`src/rtl/score_text_renderer.sv`:
```
// Score box renderer: per-frame double-dabble conversion of the score, then 2-stage glyph pixel pipeline.
// Optional leading-zero blanking when SCORE_LEADING_ZERO_BLANK_EN is defined.
module score_text_renderer #(
    parameter int SCORE_W    = 14,
    parameter int NUM_DIGITS = 4,
    parameter int X0         = 16,
    parameter int Y0         = 16
) (
    input  logic               Clk,
    input  logic               Reset_n,
    input  logic               frame_start,
    input  logic [SCORE_W-1:0] score,
    input  logic [9:0]         DrawX,
    input  logic [9:0]         DrawY,
    output logic [7:0]         rom_addr,
    input  logic [7:0]         rom_data,
    output logic               pixel_on,
    output logic               busy
);

    function automatic int pow10(input int n);
        int r;
        r = 1;
        for (int i = 0; i < n; i++) r = r * 10;
        return r;
    endfunction

    localparam int          MAXV   = pow10(NUM_DIGITS) - 1;
    localparam int          BCD_W  = 4 * NUM_DIGITS;
    localparam int          CNT_W  = $clog2(SCORE_W + 1);
    localparam logic [9:0]  XL     = 10'(X0);
    localparam logic [9:0]  XH     = 10'(X0 + 8 * NUM_DIGITS);
    localparam logic [9:0]  YL     = 10'(Y0);
    localparam logic [9:0]  YH     = 10'(Y0 + 16);

    function automatic logic [SCORE_W-1:0] saturate(input logic [SCORE_W-1:0] v);
        if (int'(v) > MAXV) return SCORE_W'(MAXV);
        return v;
    endfunction

    function automatic logic [BCD_W-1:0] add3(input logic [BCD_W-1:0] b);
        logic [BCD_W-1:0] r;
        r = b;
        for (int i = 0; i < NUM_DIGITS; i++)
            if (r[i*4 +: 4] >= 4'd5) r[i*4 +: 4] = r[i*4 +: 4] + 4'd3;
        return r;
    endfunction

    typedef enum logic [1:0] {IDLE, LOAD, SHIFT, COMMIT} state_t;

    state_t             state;
    logic [SCORE_W-1:0] bin;
    logic [BCD_W-1:0]   bcd;
    logic [BCD_W-1:0]   digits;
    logic [CNT_W-1:0]   cnt;

    always_ff @(posedge Clk or negedge Reset_n) begin
        if (!Reset_n) begin
            state  <= IDLE;
            bin    <= '0;
            bcd    <= '0;
            digits <= '0;
            cnt    <= '0;
            busy   <= 1'b0;
        end else begin
            case (state)
                IDLE: begin
                    if (frame_start) begin
                        state <= LOAD;
                        busy  <= 1'b1;
                    end
                end
                LOAD: begin
                    bin   <= saturate(score);
                    bcd   <= '0;
                    cnt   <= CNT_W'(SCORE_W);
                    state <= SHIFT;
                end
                SHIFT: begin
                    {bcd, bin} <= {add3(bcd), bin} << 1;
                    cnt        <= cnt - 1'b1;
                    if (cnt == CNT_W'(1)) state <= COMMIT;
                end
                COMMIT: begin
                    digits <= bcd;
                    busy   <= 1'b0;
                    state  <= IDLE;
                end
                default: begin
                    state <= IDLE;
                    busy  <= 1'b0;
                end
            endcase
        end
    end

    logic [9:0] dx;
    logic [6:0] slot;
    logic [3:0] row;
    logic [2:0] col;
    logic       in_box;
    logic [3:0] digit_sel;

    always_comb begin
        dx        = DrawX - XL;
        slot      = dx[9:3];
        col       = dx[2:0];
        row       = DrawY[3:0] - YL[3:0];
        in_box    = (DrawX >= XL) && (DrawX < XH) && (DrawY >= YL) && (DrawY < YH);
        digit_sel = 4'd0;
        for (int i = 0; i < NUM_DIGITS; i++)
            if (slot == 7'(i)) digit_sel = digits[(NUM_DIGITS-1-i)*4 +: 4];
    end

    logic [2:0] col_p1;
    logic       in_box_p1;

`ifdef SCORE_LEADING_ZERO_BLANK_EN
    // A slot is blank while every digit from the MSD down to it is zero; the LSD always shows.
    logic blank_sel;
    logic zero_run;
    logic blank_p1;

    always_comb begin
        blank_sel = 1'b0;
        zero_run  = 1'b1;
        for (int i = 0; i < NUM_DIGITS; i++) begin
            zero_run = zero_run & (digits[(NUM_DIGITS-1-i)*4 +: 4] == 4'd0);
            if (slot == 7'(i)) blank_sel = zero_run && (i != NUM_DIGITS - 1);
        end
    end
`endif

    // Stage 1: glyph address and pixel position; stage 2: glyph bit select
    always_ff @(posedge Clk or negedge Reset_n) begin
        if (!Reset_n) begin
            rom_addr  <= 8'd0;
            col_p1    <= 3'd0;
            in_box_p1 <= 1'b0;
            pixel_on  <= 1'b0;
`ifdef SCORE_LEADING_ZERO_BLANK_EN
            blank_p1  <= 1'b0;
`endif
        end else begin
            rom_addr  <= in_box ? {digit_sel, row} : 8'd0;
            col_p1    <= col;
            in_box_p1 <= in_box;
`ifdef SCORE_LEADING_ZERO_BLANK_EN
            blank_p1  <= blank_sel;
            pixel_on  <= in_box_p1 & ~blank_p1 & rom_data[col_p1];
`else
            pixel_on  <= in_box_p1 & rom_data[col_p1];
`endif
        end
    end

endmodule

```
`config.mk`:
```
export PLATFORM = sky130hd
export DESIGN_NAME = score_text_renderer
export DESIGN_NICKNAME = d
export VERILOG_FILES = /design/src/rtl/score_text_renderer.sv
export SDC_FILE = /design/constraint.sdc
export NUM_CORES = 1
export LEC_CHECK = 0
export BUFFER_PORTS_ARGS = -buffer_cell sky130_fd_sc_hd__buf_2
export CAP_MARGIN = 5
export CORE_UTILIZATION = 30
export CTS_BUF_LIST = sky130_fd_sc_hd__clkbuf_4 sky130_fd_sc_hd__clkbuf_8
export DETAILED_ROUTE_END_ITERATION = 8
export SLEW_MARGIN = 20
export SYNTH_ARGS = -nofsm -noshare
export SYNTH_HDL_FRONTEND = slang
export SYNTH_SLANG_ARGS = --single-unit
```
`constraint.sdc`:
```
create_clock -name Clk -period 2.3 [get_ports Clk]
set_input_delay 0.46 -clock Clk [delete_from_list [all_inputs] [get_ports Clk]]
set_output_delay 0.46 -clock Clk [all_outputs]
set_load 0.005 [all_outputs]
```
==> out/results.txt <==
After synthesis, the share of flip-flops with an asynchronous set or reset is 100%. In this run the power spent charging and discharging nets is 1340 uW. Summing the areas of all xor and xnor instances in the mapped netlist gives 1.87% of the synthesized area.

For the net count after synthesis, the log shows 357. Traced cell by cell, the critical path runs through inv_1 > ha_1 > buf_4 > nand2_1 > o32ai_1. Type of origin of the critical path: a register.

Synthesis produced a netlist whose cell count is 296. Placement row count: 37. The library cells used most frequently in the layout, excluding fill and tap cells, are dfrtp_1 (66), buf_2 (54), o21ai_0 (27). The average routed wire per standard cell was 12.9 um. The leading cell type in the layout, fill and taps excluded was dfrtp_1. Once detail routing completed, the nets flagged for antenna violations numbered 0. The placed cell count is 477. Among all flip-flop cells after synthesis, the most frequent one is dfrtp_1. Clock slew seen by the registers of the worst setup and hold paths: 0.07 ns. The tool flagged a number of max-cap violations equal to 0.

The number of nets in the final layout came out at 413. The count of pins over their slew limit was 0. The tools report the number of buffers created by CTS as 9.

STA classifies the critical path endpoint as a register. Counting every sink on the clock net gives 66. The Yosys step of the flow raised 0 warnings. The worst setup path is of the reg -> reg kind. Starting density of the core: 31.3%.

Setup total negative slack on the finished layout was measured at 0 ns. The count of state elements after synthesis is 66, and the compound-cell area share of the yosys netlist is 11.5%. The routed layout has 2352 vias. In the routed design, unresolved DRC markers number 0. For the total I/O pin count, the log shows 55. The logs give 0 for the number of hold-slack violations in the final timing report and 4490 um for the detailed placement HPWL. The run gives 67 as the maximum number of pins on one net before global-route repair. The core box area is 10500 um^2, and the worst-case clock skew is 0.00757 ns. The die covers 11300 um^2. For the pin with the worst max-slew slack, the measured transition is 0.515 ns.

For the worst setup path, the data required time is 2.54 ns. In this run, synthesis inferred 0 flip-flops with an integrated enable. The number of antenna diodes in the final layout is 0. The clock network latency to the later pin of the worst-skew pair was 0.34 ns.

The synthesized netlist contains 39 unique library cells. Of the total power, registers draw 39.1%. The logs give 1.94 ns for the arrival time at the worst endpoint and 3 for the deepest level of the CTS H-tree. The cell family contributing the most delay on the critical path is flip-flops. For the internal power, the log shows 2570 uW. The highest achievable clock rate came out at 587 MHz. The portion of the clock cycle consumed by the worst path in the final layout came out at 74.1%. In this run, post-CTS hold repair placed 0 buffers.

Net switching is 34.3% of the power. After layout, the minimum clock period comes to 1.70 ns. The area fraction in and, or, nand and nor cells after synthesis was 12.2%. The tightest hold path in the finished design has a slack of 0.123 ns. The area growth from synthesis to layout was 19.9%.

The tools report the final worst setup slack as 0.595 ns. The critical path's slowest cell was dfrtp_1. The synthesized cell area was 3270 um^2. In this run the power density over the cells is 995 nW/um^2. Across the VDD grid, the largest voltage drop is 0.494 mV. Summed over all layers, the global routing overflow is 0.

The run finished with clean final reports. After filler insertion, the fill cell instance count of the layout stands at 1048. For this run, the total global-route usage over all layers was measured as 12.2%.

Post-synthesis mux area share: 13.3%. The die height is 106 um. Setup repair after global routing left no endpoint under its margin. The analysis attributes to cell leakage a power of 0.00182 uW. Setup violations remaining at the end of the flow were counted as 0. At the end of routability-driven placement, the weighted congestion stood at 0.755. The first detailed-routing pass took 4 iterations. Before CTS, the worst setup slack after placement is 0.331 ns. The width of the die was 106 um. The post-synthesis share of cell area spent on full adders, half adders and majority gates was 6.11%; the share of post-route cells with drive strength above 1 was 30.1%. The count of buffers added on input and output ports is 54. The combinational fraction of design power is 36.4%. TritonCTS built the clock tree. Initial antenna violation count: 0. On the worst path, the slowest cell contributes a delay of 0.37 ns. In this run the clock root is driven by a clkbuf_8. The tools report the first-iteration detailed-routing DRC count as 117. For this run, the register share of the synthesized area comes to 50.4%. Dividing the detail-routed via count by the number of cells gives 4.79. The maximum clock insertion buffer count is 2. The clock share of power came out at 24.5%. The average instance in the mapped netlist occupies 11.1 um^2. Once the clock tree was built, the setup fixing pass inserted 0 buffers.

The run gives 65.2% as the worst relative slew slack. The first global-routing pass estimated 10700 um of wire. Once the clock tree was built, the resizer swapped 0 gates to a different size.

The run gives 491 as the filler-free cell count of the finished design. After synthesis, the largest family of logic cells by area is multiplexers. Counting both buffers and inverters, the worst setup path holds a total of 2.

The tightest min-delay check is of the in -> async type. The run gives 6320 um as the routed wire length. Along the worst path, the maximum fanout reaches 11. Number of global-route vias before repair: 2389.
power groups by stage:
stage	combinational [uW]	clock, uW	sequential, uW
3_5_place_dp	1430	0	1550
3_3_place_gp	1410	0	1540
4_1_cts	1440	992	1530
5_1_grt	1610	1030	1560
6_report	1420	959	1530
2_1_floorplan	1040	0	1510
synth_stat cells, drive strengths merged (4+ instances only):
cell | number | share of area (%)
a31oi | 5 | 0.96
and3 | 5 | 0.99
mux4 | 6 | 4.1
ha | 16 | 6.1
o21ai | 28 | 4.3
nand2 | 14 | 1.6
nor2 | 15 | 1.7
inv | 26 | 3.0
buf | 5 | 0.65
nand3 | 4 | 0.61
nand3b | 4 | 0.92
nor3 | 5 | 0.76
nand2b | 4 | 0.76
dfrtp | 66 | 50
xnor2 | 7 | 1.9
o22ai | 8 | 1.5
and2 | 4 | 0.76
nor3b | 4 | 0.92
clkbuf | 9 | 1.0
a21oi | 11 | 1.7
mux2 | 24 | 8.3
cells by family (layout without fill, tap and decap cells):
logic type,count (synthesis),after routing
simple gates,70,70
xor+xnor,7,7
mux,33,33
compound gates,64,64
fa+ha+maj,16,16
buf+inv,40,99
flops,66,66
path summary, 6_finish.rpt:
path,start,to,slack [ns],depth (start not counted)
hold reg to reg,in_box_p1,pixel_on,0.48,1
min in group Clk,DrawX[1],col_p1[1],0.24,1
setup reg to reg,state[0],bcd[4],0.60,5
setup / recovery,state[0],bcd[4],0.60,5
max in group asynchronous,Reset_n,digits[12],1.89,2
hold / removal,Reset_n,bin[11],0.12,2
final cells by class:
| cell class | count | area, um^2 | share of cell area, % |
|---|---|---|---|
| repair buffers | 59 | 345 | 8.80 |
| clock inverters | 3 | 40.0 | 1.02 |
| clock buffers | 11 | 151 | 3.86 |
| flip-flops and latches | 66 | 1650 | 42.1 |
| multi-input cells | 190 | 1470 | 37.4 |
| inverters | 26 | 97.6 | 2.49 |
| well taps | 136 | 170 | 4.33 |
metal layers:
layer	share of wire [%]	routed length (um)	up-vias	GRT usage (%)
met5	0	0	-	0
met4	1.8	115	0	6.36
met3	3.8	237	9	2.94
met2	49	3090	45	20.5
met1	45	2870	1146	14.5
li1	-	-	1152	-
per-stage QoR:
step	total power [uW]	area [um^2]	utilization, %
after floorplan	2550	3270	-
after global placement	2950	3730	35.7
after detailed placement	2980	3730	35.7
after CTS	3960	3930	37.5
after global routing	4200	3930	37.5
final	3910	3930	37.5
state kept, by name (all words and copies together), names as in the netlist:
signal,flops
bcd,16
digits,16
bin,14
rom_addr,8
cnt,4
col_p1,3
state,2
busy,1
in_box_p1,1
pixel_on,1
Power figures use the tool's default switching activity.
